[src/rtl/hazard_ctrl_if.sv]
`default_nettype none
// ============================================================================
//  Module      : hazard_ctrl_if
//  Description : Pipeline-side signal bundle for the hazard / mul-div
//                scheduling controller. The master is the pipeline, which
//                drives the stage information. The slave is hazard_ctrl,
//                which returns the stall, flush and forward controls.
//  Revision    : 1.0 - initial release
// ============================================================================
interface hazard_ctrl_if;
  // D stage
  logic [4:0]  rsD;
  logic [4:0]  rtD;
  logic        branchD;
  logic        mdReqD;
  logic        hiloReadD;
  // E stage
  logic [4:0]  rsE;
  logic [4:0]  rtE;
  logic [4:0]  writeRegE;
  logic        Regfile_weE;
  logic        memToRegE;
  logic        mdStartE;
  logic        mdIsDivE;
  // M stage
  logic [4:0]  writeRegM;
  logic        Regfile_weM;
  logic        memToRegM;
  // W stage
  logic [4:0]  writeRegW;
  logic        Regfile_weW;
  // debug
  logic        clrStats;
  // controller outputs
  logic        stallF;
  logic        stallD;
  logic        flushE;
  logic        forwardAD;
  logic        forwardBD;
  logic [1:0]  forwardAE;
  logic [1:0]  forwardBE;
  logic        mdBusy;
  logic        mdDone;
  logic        mdOverrun;
  logic [15:0] stallCount;

  modport master (
    output rsD, rtD, branchD, mdReqD, hiloReadD,
    output rsE, rtE, writeRegE, Regfile_weE, memToRegE, mdStartE, mdIsDivE,
    output writeRegM, Regfile_weM, memToRegM,
    output writeRegW, Regfile_weW,
    output clrStats,
    input  stallF, stallD, flushE, forwardAD, forwardBD, forwardAE, forwardBE,
    input  mdBusy, mdDone, mdOverrun, stallCount
  );

  modport slave (
    input  rsD, rtD, branchD, mdReqD, hiloReadD,
    input  rsE, rtE, writeRegE, Regfile_weE, memToRegE, mdStartE, mdIsDivE,
    input  writeRegM, Regfile_weM, memToRegM,
    input  writeRegW, Regfile_weW,
    input  clrStats,
    output stallF, stallD, flushE, forwardAD, forwardBD, forwardAE, forwardBE,
    output mdBusy, mdDone, mdOverrun, stallCount
  );
endinterface
`default_nettype wire

[src/rtl/hazard_ctrl.sv]
`default_nettype none
// ============================================================================
//  Module      : hazard_ctrl
//  Description : Stall / flush / forward generation for the F/D/E stages,
//                including ID-stage branch-compare forwarding. It also
//                sequences the shared multi-cycle mul/div unit and keeps a
//                saturating stall-cycle counter for performance debug.
//  Revision    : 1.0 - initial release
// ============================================================================
module hazard_ctrl #(
  parameter int MUL_CYCLES = 4,
  parameter int DIV_CYCLES = 33,
  parameter int CNT_WIDTH  = 6
) (
  input  logic          clk,
  input  logic          rst,   // asynchronous, active-low
  hazard_ctrl_if.slave  hz
);

  localparam logic [CNT_WIDTH-1:0] MUL_LOAD = CNT_WIDTH'(MUL_CYCLES - 1);
  localparam logic [CNT_WIDTH-1:0] DIV_LOAD = CNT_WIDTH'(DIV_CYCLES - 1);
  localparam logic [CNT_WIDTH-1:0] CNT_ONE  = CNT_WIDTH'(1);
  localparam logic [15:0]          CNT_MAX  = 16'hFFFF;

  typedef enum logic [1:0] {
    S_IDLE = 2'd0,
    S_BUSY = 2'd1,
    S_DONE = 2'd2
  } md_state_e;

  md_state_e            state_q;
  logic [CNT_WIDTH-1:0] cnt_q;
  logic                 busy_q;
  logic                 done_q;
  logic                 overrun_q, overrun_d;
  logic [15:0]          stall_cnt_q, stall_cnt_d;

  // Register $0 is hard-wired zero, so it can never carry a hazard.
  function automatic logic reg_match(input logic [4:0] src, input logic [4:0] dst);
    return (src != 5'd0) && (src == dst);
  endfunction

  logic       rsD_hitE, rtD_hitE, rsD_hitM, rtD_hitM;
  logic       lw_stall, br_stall, md_stall, stall;
  logic [1:0] fwd_ae, fwd_be;

  assign rsD_hitE = reg_match(hz.rsD, hz.writeRegE);
  assign rtD_hitE = reg_match(hz.rtD, hz.writeRegE);
  assign rsD_hitM = reg_match(hz.rsD, hz.writeRegM);
  assign rtD_hitM = reg_match(hz.rtD, hz.writeRegM);

  assign lw_stall = hz.memToRegE & (rsD_hitE | rtD_hitE);
  assign br_stall = hz.branchD &
                    ((hz.Regfile_weE & (rsD_hitE | rtD_hitE)) |
                     (hz.memToRegM   & (rsD_hitM | rtD_hitM)));
  // A start in the current cycle already blocks a dependent mul/div or mfhi.
  assign md_stall = (hz.mdReqD | hz.hiloReadD) & ((state_q != S_IDLE) | hz.mdStartE);
  assign stall    = lw_stall | br_stall | md_stall;

  // E-operand forwarding: the younger M result wins over W.
  always_comb begin
    fwd_ae = 2'b00;
    fwd_be = 2'b00;
    if (reg_match(hz.rsE, hz.writeRegM) && hz.Regfile_weM)      fwd_ae = 2'b10;
    else if (reg_match(hz.rsE, hz.writeRegW) && hz.Regfile_weW) fwd_ae = 2'b01;
    if (reg_match(hz.rtE, hz.writeRegM) && hz.Regfile_weM)      fwd_be = 2'b10;
    else if (reg_match(hz.rtE, hz.writeRegW) && hz.Regfile_weW) fwd_be = 2'b01;
  end

  // Combinational controls are held low for the whole time reset is asserted.
  assign hz.stallF    = rst & stall;
  assign hz.stallD    = rst & stall;
  assign hz.flushE    = rst & stall;
  assign hz.forwardAD = rst & rsD_hitM & hz.Regfile_weM;
  assign hz.forwardBD = rst & rtD_hitM & hz.Regfile_weM;
  assign hz.forwardAE = rst ? fwd_ae : 2'b00;
  assign hz.forwardBE = rst ? fwd_be : 2'b00;

  assign hz.mdBusy     = busy_q;
  assign hz.mdDone     = done_q;
  assign hz.mdOverrun  = overrun_q;
  assign hz.stallCount = stall_cnt_q;

  // Mul/div sequencer: IDLE -> BUSY (N cycles) -> DONE (1 cycle) -> IDLE.
  always_ff @(posedge clk or negedge rst) begin
    if (!rst) begin
      state_q <= S_IDLE;
      cnt_q   <= '0;
      busy_q  <= 1'b0;
      done_q  <= 1'b0;
    end else begin
      case (state_q)
        S_IDLE: begin
          if (hz.mdStartE) begin
            cnt_q   <= hz.mdIsDivE ? DIV_LOAD : MUL_LOAD;
            state_q <= S_BUSY;
            busy_q  <= 1'b1;
          end
        end
        S_BUSY: begin
          if (cnt_q != '0) begin
            cnt_q <= cnt_q - CNT_ONE;
          end else begin
            state_q <= S_DONE;
            busy_q  <= 1'b0;
            done_q  <= 1'b1;
          end
        end
        S_DONE: begin
          state_q <= S_IDLE;
          done_q  <= 1'b0;
        end
        default: begin
          state_q <= S_IDLE;
          busy_q  <= 1'b0;
          done_q  <= 1'b0;
        end
      endcase
    end
  end

  // Debug statistics: clear has priority over both overrun set and increment.
  always_comb begin
    overrun_d   = overrun_q;
    stall_cnt_d = stall_cnt_q;
    if (hz.clrStats) begin
      overrun_d   = 1'b0;
      stall_cnt_d = 16'd0;
    end else begin
      if (hz.mdStartE && (state_q != S_IDLE)) overrun_d = 1'b1;
      if (stall && (stall_cnt_q != CNT_MAX)) stall_cnt_d = stall_cnt_q + 16'd1;
    end
  end

  // Statistics registers.
  always_ff @(posedge clk or negedge rst) begin
    if (!rst) begin
      overrun_q   <= 1'b0;
      stall_cnt_q <= 16'd0;
    end else begin
      overrun_q   <= overrun_d;
      stall_cnt_q <= stall_cnt_d;
    end
  end

endmodule
`default_nettype wire

[src/flat_wrapper.sv]
// flat-port wrapper written by rule: the top's interface ports become plain ports
module hazard_ctrl_flat 
#(
  parameter int MUL_CYCLES = 4,
  parameter int DIV_CYCLES = 33,
  parameter int CNT_WIDTH  = 6
)
  (clk, rst, hz_rsD, hz_rtD, hz_branchD, hz_mdReqD, hz_hiloReadD, hz_rsE, hz_rtE, hz_writeRegE, hz_Regfile_weE, hz_memToRegE, hz_mdStartE, hz_mdIsDivE, hz_writeRegM, hz_Regfile_weM, hz_memToRegM, hz_writeRegW, hz_Regfile_weW, hz_clrStats, hz_stallF, hz_stallD, hz_flushE, hz_forwardAD, hz_forwardBD, hz_forwardAE, hz_forwardBE, hz_mdBusy, hz_mdDone, hz_mdOverrun, hz_stallCount);
  hazard_ctrl_if hz_i ();
  input  logic clk;
  input  logic rst;
  input wire logic [$bits(hz_i.rsD)-1:0] hz_rsD;
  input wire logic [$bits(hz_i.rtD)-1:0] hz_rtD;
  input wire logic [$bits(hz_i.branchD)-1:0] hz_branchD;
  input wire logic [$bits(hz_i.mdReqD)-1:0] hz_mdReqD;
  input wire logic [$bits(hz_i.hiloReadD)-1:0] hz_hiloReadD;
  input wire logic [$bits(hz_i.rsE)-1:0] hz_rsE;
  input wire logic [$bits(hz_i.rtE)-1:0] hz_rtE;
  input wire logic [$bits(hz_i.writeRegE)-1:0] hz_writeRegE;
  input wire logic [$bits(hz_i.Regfile_weE)-1:0] hz_Regfile_weE;
  input wire logic [$bits(hz_i.memToRegE)-1:0] hz_memToRegE;
  input wire logic [$bits(hz_i.mdStartE)-1:0] hz_mdStartE;
  input wire logic [$bits(hz_i.mdIsDivE)-1:0] hz_mdIsDivE;
  input wire logic [$bits(hz_i.writeRegM)-1:0] hz_writeRegM;
  input wire logic [$bits(hz_i.Regfile_weM)-1:0] hz_Regfile_weM;
  input wire logic [$bits(hz_i.memToRegM)-1:0] hz_memToRegM;
  input wire logic [$bits(hz_i.writeRegW)-1:0] hz_writeRegW;
  input wire logic [$bits(hz_i.Regfile_weW)-1:0] hz_Regfile_weW;
  input wire logic [$bits(hz_i.clrStats)-1:0] hz_clrStats;
  output wire logic [$bits(hz_i.stallF)-1:0] hz_stallF;
  output wire logic [$bits(hz_i.stallD)-1:0] hz_stallD;
  output wire logic [$bits(hz_i.flushE)-1:0] hz_flushE;
  output wire logic [$bits(hz_i.forwardAD)-1:0] hz_forwardAD;
  output wire logic [$bits(hz_i.forwardBD)-1:0] hz_forwardBD;
  output wire logic [$bits(hz_i.forwardAE)-1:0] hz_forwardAE;
  output wire logic [$bits(hz_i.forwardBE)-1:0] hz_forwardBE;
  output wire logic [$bits(hz_i.mdBusy)-1:0] hz_mdBusy;
  output wire logic [$bits(hz_i.mdDone)-1:0] hz_mdDone;
  output wire logic [$bits(hz_i.mdOverrun)-1:0] hz_mdOverrun;
  output wire logic [$bits(hz_i.stallCount)-1:0] hz_stallCount;
  assign hz_i.rsD = hz_rsD;
  assign hz_i.rtD = hz_rtD;
  assign hz_i.branchD = hz_branchD;
  assign hz_i.mdReqD = hz_mdReqD;
  assign hz_i.hiloReadD = hz_hiloReadD;
  assign hz_i.rsE = hz_rsE;
  assign hz_i.rtE = hz_rtE;
  assign hz_i.writeRegE = hz_writeRegE;
  assign hz_i.Regfile_weE = hz_Regfile_weE;
  assign hz_i.memToRegE = hz_memToRegE;
  assign hz_i.mdStartE = hz_mdStartE;
  assign hz_i.mdIsDivE = hz_mdIsDivE;
  assign hz_i.writeRegM = hz_writeRegM;
  assign hz_i.Regfile_weM = hz_Regfile_weM;
  assign hz_i.memToRegM = hz_memToRegM;
  assign hz_i.writeRegW = hz_writeRegW;
  assign hz_i.Regfile_weW = hz_Regfile_weW;
  assign hz_i.clrStats = hz_clrStats;
  assign hz_stallF = hz_i.stallF;
  assign hz_stallD = hz_i.stallD;
  assign hz_flushE = hz_i.flushE;
  assign hz_forwardAD = hz_i.forwardAD;
  assign hz_forwardBD = hz_i.forwardBD;
  assign hz_forwardAE = hz_i.forwardAE;
  assign hz_forwardBE = hz_i.forwardBE;
  assign hz_mdBusy = hz_i.mdBusy;
  assign hz_mdDone = hz_i.mdDone;
  assign hz_mdOverrun = hz_i.mdOverrun;
  assign hz_stallCount = hz_i.stallCount;
  hazard_ctrl #(.MUL_CYCLES(MUL_CYCLES), .DIV_CYCLES(DIV_CYCLES), .CNT_WIDTH(CNT_WIDTH)) u_core (.clk(clk), .rst(rst), .hz(hz_i));
endmodule
[config.mk]
export PLATFORM = sky130hd
export DESIGN_NAME = hazard_ctrl_flat
export DESIGN_NICKNAME = d
export VERILOG_FILES = /design/src/rtl/hazard_ctrl_if.sv /design/src/rtl/hazard_ctrl.sv /design/src/flat_wrapper.sv
export SDC_FILE = /design/constraint.sdc
export NUM_CORES = 1
export LEC_CHECK = 0
export ABC_AREA = 0
export CAP_MARGIN = 20
export CORE_AREA = 3 3 76 78
export DETAILED_ROUTE_END_ITERATION = 10
export DIE_AREA = 0 0 79 81
export PLACE_DENSITY_LB_ADDON = 0.08
export SLEW_MARGIN = 30
export SYNTH_ARGS = -nofsm -noshare
export SYNTH_HDL_FRONTEND = slang
export SYNTH_SLANG_ARGS = --single-unit
[constraint.sdc]
create_clock -name clk -period 5.1 [get_ports clk]
set_input_delay 0.765 -clock clk [delete_from_list [all_inputs] [get_ports clk]]
set_output_delay 0.765 -clock clk [all_outputs]
set_load 0.05 [all_outputs]
==> impl_metrics.toml <==
[timing]
fmax_ghz = 0.239
setup_viol = 0
slew_headroom_pct = 50.3
fin_crit_ps = 4180
tightest_slew_ps = 744
tns_ps = 0
fin_skew_ps = 6.46
drv_slew = 0
period_share_pct = 81.9
hold_viol = 0
rsz0062_at_grt = "false"

[cells_and_area]
area_growth_pct = 41.6
fin_nets = 355
layout_commonest_cell = "clkdlybuf4s50_1"
drive_gt1_share_pct = 6.93
final_cells = 373
layout_common_cells = "74 x clkdlybuf4s50_1, 30 x xnor2_1, 28 x nor2_1"
fin_area_mm2 = 0.00292
antennaDiodeCount = 0

[grt]
grt_busiest_layer = "met2"
met2_usage_pct = 27.2
grtUsageMet1_pct = 26.5
grt_max_degree = 27
grt_first_pass_wirelength_mm = 9.32
grt_usage_pct = 18.0
gr-total-overflow = 0
grt_pass1_vias = 1899
antenna_found_initial = 0
grtUsageMet3_pct = 3.44

[worst_setup_path]
rr_startpoint = "u_core.hz.stallCount[6]"
worstSetupEndpointType = "primary output"
crit_required_ps = 4340
worstPathMaxFanout = 6
r2r_end = "u_core.hz.stallCount[9]"
cp-start-kind = "input port"
ff2ff_setup_slack_ps = 2890
rr_worst_depth = 7
crit_type = "input port to primary output"
cp.arrival_ps = 3410

[drt]
routedWlPerCell_um = 14.3
drt-total-wl_mm = 5.34
ant_nets = 0
viasPerCell = 5.09
drtPass1Iterations = 4
drt-initial-drc-count = 72
vias = 1900
drc_errors = 0

[power_and_ir_drop]
p_leak_uw = 0.00114
p_sw_share_pct = 39.6
power_density_mw_per_mm2 = 269
power_frac_clock_pct = 15.5
ir_drop_v = 0.000199
pwr-share-comb_pct = 47.2
seqPwrFrac_pct = 37.3
p_sw_uw = 311
finalPower_uw = 786
intPower_uw = 475

[placement]
place_inst = 369
gp_congestion = 0.846
dpl.hpwl_mm = 4.20
placed_area_mm2 = 0.00288
portBuffers = 75

[synth]
yosysWarnings = 0
synth_edf_count = 0
syn_avg_cell_area_um2 = 9.09
yosys_most_used_dff = "dfrtp_1"
ys_ff_latch = 27
mappedNetlistNets = 278
synth_cells = 227
synth_cell_types = 49
async_reset_ff_share_pct = 100
mappedNetlistArea_mm2 = 0.00206
ys_seq_area_share_pct = 32.7

[clock_network]
post_cts_buffers = 0
cts_tree = "yes"
numCtsBuffers = 3
insertion_delay_ps = 270
ctsResizeCount = 0
ctsHoldBuffers = 0
htreeDepth = 1
cts.path.max_buffers = 2
clock_sinks = 27
root_buffer = "clkbuf_8"
clk_pin_slew_ps = 80

[status]
outcome = "finished clean"

[worst_hold_path]
hold_depth = 2
hold_class = "flip-flop to flip-flop"
min_to = "u_core.hz.mdOverrun"
hold_path.startpoint = "u_core.hz.mdOverrun"

[floorplanning]
start_util_pct = 40.2
coreArea_mm2 = 0.00514
io_pins = 76
die_area_mm2 = 0.00640
fp.dieH_um = 81
die_w_um = 79
rows = 26

[flow_run]
max_cap_violations = 0
-- synth_stat cells, types with 2 or more instances --
cell type,number,area (um2)
mux2_1,3,33.8
nor4_1,5,31.3
nand2b_1,4,25.0
or3_1,3,18.8
buf_4,2,15.0
nand3_1,8,40.0
ha_1,3,37.5
inv_1,10,37.5
o211ai_1,2,15.0
and2_1,6,37.5
mux2_2,4,45.0
xor2_1,16,140
nand4_1,8,50.1
and3_1,7,43.8
dfrtp_1,27,676
a31oi_1,2,12.5
clkbuf_1,2,7.51
xnor2_1,30,263
nand2_1,7,26.3
nor2_1,28,105
o21ai_0,2,10.0
nor2b_1,8,50.1
a21oi_1,7,35.0
or4_1,4,30.0
nor3_1,5,25.0
-- metrics by stage --
stage                     setup WS [ps]  utilization (%)  hold WS (ps)
after global placement              929             56.1           501
final                               922             56.9           515
after CTS                           906             57.0           522
after floorplan                    1330                -           469
after global routing                734             56.9           566
after detailed placement            921             56.1           506
-- power groups by stage --
stage,Clock [uW],Sequential [uW],Combinational [uW]
2_1_floorplan,0,340,202
3_5_place_dp,0,297,372
5_1_grt,136,302,412
6_report,121,293,371
3_3_place_gp,0,297,368
4_1_cts,126,294,375
-- cells by family (layout without fill, tap and decap cells) --
group,after synthesis,count (layout),synth area share [%]
buf+inv,15,91,3.45
mux,9,9,5.03
compound gates,28,28,11.6
fa+ha+maj,3,3,1.82
simple gates,99,99,25.9
flops,27,27,32.7
xor+xnor,46,46,19.5
-- sequential cells by signal (all words and copies together) (netlist names) --
signal	cells
u_core.hz.mdDone	1
u_core.cnt_q	6
u_core.hz.stallCount	16
u_core.hz.mdBusy	1
u_core.hz.mdOverrun	1
u_core.state_q	2
-- worst max-delay path, stage by stage --
cell,delay [ps]
clkdlybuf4s50_1,460
or4_1,570
o211ai_1,210
or3_1,160
o211a_4,220
nand2_1,120
and2_1,200
clkdlybuf4s50_1,700
-- metal layers --
metal / part of all wire, % / up-vias
met3: 6.2 / 4
met5: 0 / -
li1: - / 952
met4: 0.99 / 0
met1: 49 / 895
met2: 44 / 49
-- how the worst max path moves through the flow --
stage	from	endpoint	slack, ps	cells past startpoint
after floorplan	hz_rsE[0]	hz_forwardAE[0]	1330	4
after global placement	hz_rtD[0]	hz_stallF	930	8
after detailed placement	hz_rtD[0]	hz_flushE	920	8
after CTS	hz_rtD[0]	hz_flushE	910	8
after global routing	hz_rtD[1]	hz_flushE	730	8
final	hz_rtD[0]	hz_flushE	920	8
-- layout make-up --
class | instances | area, um2
Multi-Input combinational cell | 185 | 1320
Tap cell | 70 | 87.6
Fill cell | 510 | 2220
Sequential cell | 27 | 676
Timing Repair Buffer | 77 | 761
Inverter | 10 | 37.5
Clock buffer | 4 | 45.0
No activity file was read; power rests on OpenSTA's default activity.
